### src/rtl/pwm_deadtime.sv
// Complementary high/low gate drive with a programmable dead interval.
// Optional early return to the released side: PWM_DEADTIME_ABORT_EN.
module pwm_deadtime #(
    parameter int DEAD_CYCLES = 2,
    parameter int CNT_W       = 4
) (
    input  logic clk,
    input  logic reset_n,
    input  logic pwm_in,
    input  logic enable,
    output logic high_out,
    output logic low_out,
    output logic dead_active
);

    typedef enum logic [1:0] {
        OFF     = 2'd0,
        LOW_ON  = 2'd1,
        DEAD    = 2'd2,
        HIGH_ON = 2'd3
    } state_t;

    localparam logic [CNT_W-1:0] CNT_LOAD = CNT_W'(DEAD_CYCLES - 1);

    state_t           state_q, state_d;
    logic [CNT_W-1:0] cnt_q, cnt_d;
    logic             pwm_q;
    logic             abort_lo, abort_hi;

    always_ff @(posedge clk or negedge reset_n) begin
        if (!reset_n) begin
            pwm_q   <= 1'b0;
            state_q <= OFF;
            cnt_q   <= '0;
        end else begin
            pwm_q   <= pwm_in;
            state_q <= state_d;
            cnt_q   <= cnt_d;
        end
    end

`ifdef PWM_DEADTIME_ABORT_EN
    state_t src_q;

    // Remember which state the dead interval was entered from.
    always_ff @(posedge clk or negedge reset_n) begin
        if (!reset_n) begin
            src_q <= OFF;
        end else if (state_d == DEAD && state_q != DEAD) begin
            src_q <= state_q;
        end
    end

    assign abort_lo = (src_q == LOW_ON)  && !pwm_q;
    assign abort_hi = (src_q == HIGH_ON) &&  pwm_q;
`else
    assign abort_lo = 1'b0;
    assign abort_hi = 1'b0;
`endif

    always_comb begin
        state_d = state_q;
        cnt_d   = cnt_q;
        if (!enable) begin
            state_d = OFF;
            cnt_d   = '0;
        end else begin
            unique case (state_q)
                OFF: begin
                    state_d = DEAD;
                    cnt_d   = CNT_LOAD;
                end
                LOW_ON: begin
                    if (pwm_q) begin
                        state_d = DEAD;
                        cnt_d   = CNT_LOAD;
                    end
                end
                HIGH_ON: begin
                    if (!pwm_q) begin
                        state_d = DEAD;
                        cnt_d   = CNT_LOAD;
                    end
                end
                DEAD: begin
                    if (abort_lo) begin
                        state_d = LOW_ON;
                        cnt_d   = '0;
                    end else if (abort_hi) begin
                        state_d = HIGH_ON;
                        cnt_d   = '0;
                    end else if (cnt_q != '0) begin
                        cnt_d = cnt_q - CNT_W'(1);
                    end else begin
                        // Destination follows the level seen now.
                        state_d = pwm_q ? HIGH_ON : LOW_ON;
                    end
                end
                default: begin
                    state_d = OFF;
                    cnt_d   = '0;
                end
            endcase
        end
    end

    assign high_out    = (state_q == HIGH_ON);
    assign low_out     = (state_q == LOW_ON);
    assign dead_active = (state_q == DEAD);

endmodule

### config.mk
export PLATFORM = sky130hd
export DESIGN_NAME = pwm_deadtime
export DESIGN_NICKNAME = d
export VERILOG_FILES = /design/src/rtl/pwm_deadtime.sv
export SDC_FILE = /design/constraint.sdc
export NUM_CORES = 1
export LEC_CHECK = 0
export ABC_AREA = 1
export CAP_MARGIN = 10
export CORE_AREA = 8 8 45 47
export CTS_BUF_LIST = sky130_fd_sc_hd__clkbuf_4
export CTS_CLUSTER_DIAMETER = 100
export DETAILED_ROUTE_END_ITERATION = 8
export DIE_AREA = 0 0 53 55
export GPL_TIMING_DRIVEN = 0
export MAX_ROUTING_LAYER = met4
export PLACE_DENSITY = 0.55
export SYNTH_ARGS = -nofsm -noshare
export SYNTH_HDL_FRONTEND = slang
export SYNTH_SLANG_ARGS = --single-unit
### constraint.sdc
create_clock -name clk -period 1.9 [get_ports clk]
set_input_delay 0.38 -clock clk [delete_from_list [all_inputs] [get_ports clk]]
set_output_delay 0.38 -clock clk [all_outputs]
set_load 0.03 [all_outputs]
# == Word level (Yosys, flattened, before mapping) ==
# Cells that the tools add are included.
# word_totals
out_inout_bits,3
inputBits,4
wordCells,26
regBits,7
# classes
reduce_logical,4
n_mux,11
eq_ne,7
addsub,1
# ops
operator,count
$mux W4,4
$pmux W4 S4,1
$mux W2,5
$pmux W2 S4,1
$ne A3 B2 Y1 const B,2
$ne A3 B3 Y1 const B,2
$reduce_and A3 Y1,2
$eq A2 B2 Y1 const B,2
$reduce_bool A4 Y1,1
$sub A4 B1 Y4 const B,1
$eq A2 B1 Y1 const B,1
$logic_not A2 Y1,1

# == Logic depth before layout (Yosys ltp) ==
# logic_depth
depth_word,4
depth_mapped,9
depth_no_buf,9

# == Worst setup path after synthesis ==
# No wires, ideal clock.
# synth_timing
kind,reg-to-output
start,register state_q[1]
end,output port low_out
arrival_time_ns,0.832
n_path_buf,0
path_slack_ns,0.688
stages_incl_launch_ff,2
required_ns,1.520
cell_sequence,dfrtp_1 > nor2_1
# synth_between
elab_chain_cells,1
# synth_rtl
element,line_no,rtl
"start, declared",25,"state_t state_q, state_d;"
"start signal, assigned",37,state_q <= state_d;
$eq A2 B1 Y1,108,assign low_out = (state_q == LOW_ON);
"end, declared",12,"output logic low_out,"
# Every way passes these cells.

# == Worst setup path after layout ==
# layout_timing
start,register state_q[1]
end,output port high_out
# layout_between
elab_chain_cells,1
# layout_rtl
element,line_no,rtl
$eq A2 B2 Y1,107,assign high_out = (state_q == HIGH_ON);
"end, declared",11,"output logic high_out,"
# Every way passes these cells.

==> impl_metrics.yaml <==
clocking:
  holdBufCountCts: 0
  numCtsBuffers: 3
  cts_tree: "built"
  cts.clk_slew.worst_paths_ps: 60
  clockRootBuffer: "clkbuf_4"
  clock_sinks: 7
  clk_latency_ps: 250
  postCtsSetupBuffers: 0
  h-tree-depth: 1
  cts-resized-gates: 1
  clockBufferDepth: 2
logic_synthesis:
  netlist_area_sq_um: 426.7
  ys.warnings.count: 0
  synth_seq_cells: 7
  synth_cells: 59
  netlist-cell-type-count: 14
  avgSynthCellArea_sq_um: 7.232
  yosysSeqAreaShare: 0.4106
  synth_nets: 65
  synth_top_area_share: 0.4106
  yosysTopAreaCell: "dfrtp_1"
  yosys-top-cells-area: "dfrtp_1 (41%), nand2_1 (16%), inv_1 (8.8%), o21ai_0 (7.0%), ha_1 (5.9%)"
grt:
  grt_max_degree: 10
  overflow: 0
  antenna_found_initial: 0
  grt_pass1_wl_microns: 1504
  grt_pass1_vias: 351
  track_usage: 0.07470
floorplanning:
  dieWidth_microns: 53
  die_h_microns: 55
  io_pins: 7
  rows: 14
  coreArea_sq_um: 1384
  die_area_sq_um: 2915
  initial_core_util: 0.3083
critical_path:
  cpLargestDelayFamily: "buffers and inverters"
  arrival_ps: 1450
  crit_type: "register to output pin"
  worstPathCellList: "nand2_1, inv_1, clkdlybuf4s50_1"
  cp.required_ps: 1520
  critPathMaxStageDelay_ps: 660
  reg2reg_from: "cnt_q[0]"
  regToRegSetupSlack_ps: 720
  path_max_fanout: 5
  setup.worst_path.start_class: "register"
  timing.rr.end: "cnt_q[3]"
  slowest_stage: "clkdlybuf4s50_1"
  r2r_cells: 7
  endpoint_kind: "output pin"
  path_buf_inv: 2
power:
  vdd_drop_max_v: 0.0006791
  pwr_density_cell_nw_per_um2: 1573
  p_leak_uw: 0.0002933
timing:
  fin_setup_tns_ps: 0
  hold_violations: 0
  finalMaxSlewViolations: 0
  rsz0062_at_grt: "false"
  max_freq_mhz: 545.3
  finalCritPeriodShare: 0.9652
  setup_violations: 0
  worst_slack_ps: 66.15
  period_minus_slack_ps: 1834
  skew_ps: 7.218
  tightestPinTransition_ps: 318.9
  slew_headroom: 0.7867
drt:
  first_pass_iters: 2
  wirelength_microns: 837
  dr.first_iter.drc_count: 1
  viasPerCell: 4.471
  drcViolationCount: 0
  num_vias: 380
  ant_nets: 0
  wire_per_inst_microns: 9.847
outcome:
  status: "completed"
hold_path:
  min_path_type: "input port to asynchronous set/reset pin"
placement:
  hpwl_microns: 639.6
  gp_congestion: 0.7677
  post-place-ws_ps: 171.9
  portBuffers: 6
cells_and_area:
  syn_to_final_growth_pct: 26.10
  most-common-layout-cells: "nand2_1 (18), inv_1 (10), dfrtp_1 (7)"
  post-route-util: 0.3888
  final_nets: 76
  antenna_cells: 0
  drive_gt1_frac: 0.1594
  nFillCells: 152
  final_common_cell: "nand2_1"
run:
  drv_cap: 0
-- per-layer routing --
metal	track usage	share of wire	vias to the layer above
met4	0.06466	0.026	0
met3	0.02674	0.053	4
met1	0.08475	0.47	166
met2	0.1016	0.45	8
li1	-	-	202
met5	-	0	-
-- report_power, final --
group	switching, uW	total [uW]	leakage [uW]	internal, uW
Clock	58.6	153	0.0000184	94.6
Sequential	55.3	264	0.0000903	208
Combinational	273	429	0.000185	156
Total	387	846	0.000293	459
-- flip-flops by register name (all words and copies together) (netlist names) --
name,flops
cnt_q,4
state_q,2
pwm_q,1
-- through the flow --
stage | hold WS [ps] | cell area [sq um] | instances | power, uW
global placement | 475.9 | 506.7 | 81 | 700.7
detailed placement | 484.9 | 506.7 | 81 | 711.0
floorplan | 84.41 | 426.7 | 59 | 590.1
global route | 418.5 | 538.0 | 85 | 935.9
CTS | 395.1 | 535.5 | 85 | 862.2
finish | 380.9 | 538.0 | 85 | 846.3
-- how the worst max path moves through the flow --
stage | start | end | slack (ps) | depth (start not counted)
finish | state_q[1] | high_out | 70 | 3
global route | state_q[1] | high_out | 4 | 3
CTS | state_q[1] | low_out | 30 | 2
detailed placement | state_q[0] | dead_active | 170 | 4
global placement | state_q[0] | dead_active | 160 | 4
floorplan | state_q[1] | low_out | 690 | 1
-- cell families after synthesis --
family | Yosys count | share of synthesized area
compound gates | 6 | 0.07038
fa+ha+maj | 2 | 0.05864
buf+inv | 12 | 0.1056
flops | 7 | 0.4106
simple gates | 32 | 0.3548
-- synthesized netlist by cell type --
cell type	count
inv_1	10
nand3_1	2
nand4_1	1
o21ai_0	6
nand2_1	18
nor2_1	6
nor2_4	1
nand3_2	1
nand2_4	1
nand2_2	1
inv_2	2
dfrtp_1	7
or2_2	1
ha_1	2
-- layout make-up --
| type | count | area, sq um | share of cell area |
|---|---|---|---|
| Timing Repair Buffer | 6 | 61.31 | 0.1140 |
| Multi-Input combinational cell | 40 | 206.4 | 0.3837 |
| Sequential cell | 7 | 175.2 | 0.3256 |
| Clock buffer | 4 | 30.03 | 0.05581 |
| Tap cell | 16 | 20.02 | 0.03721 |
| Inverter | 12 | 45.04 | 0.08372 |
Note: power is estimated with default switching activity, not from simulation.
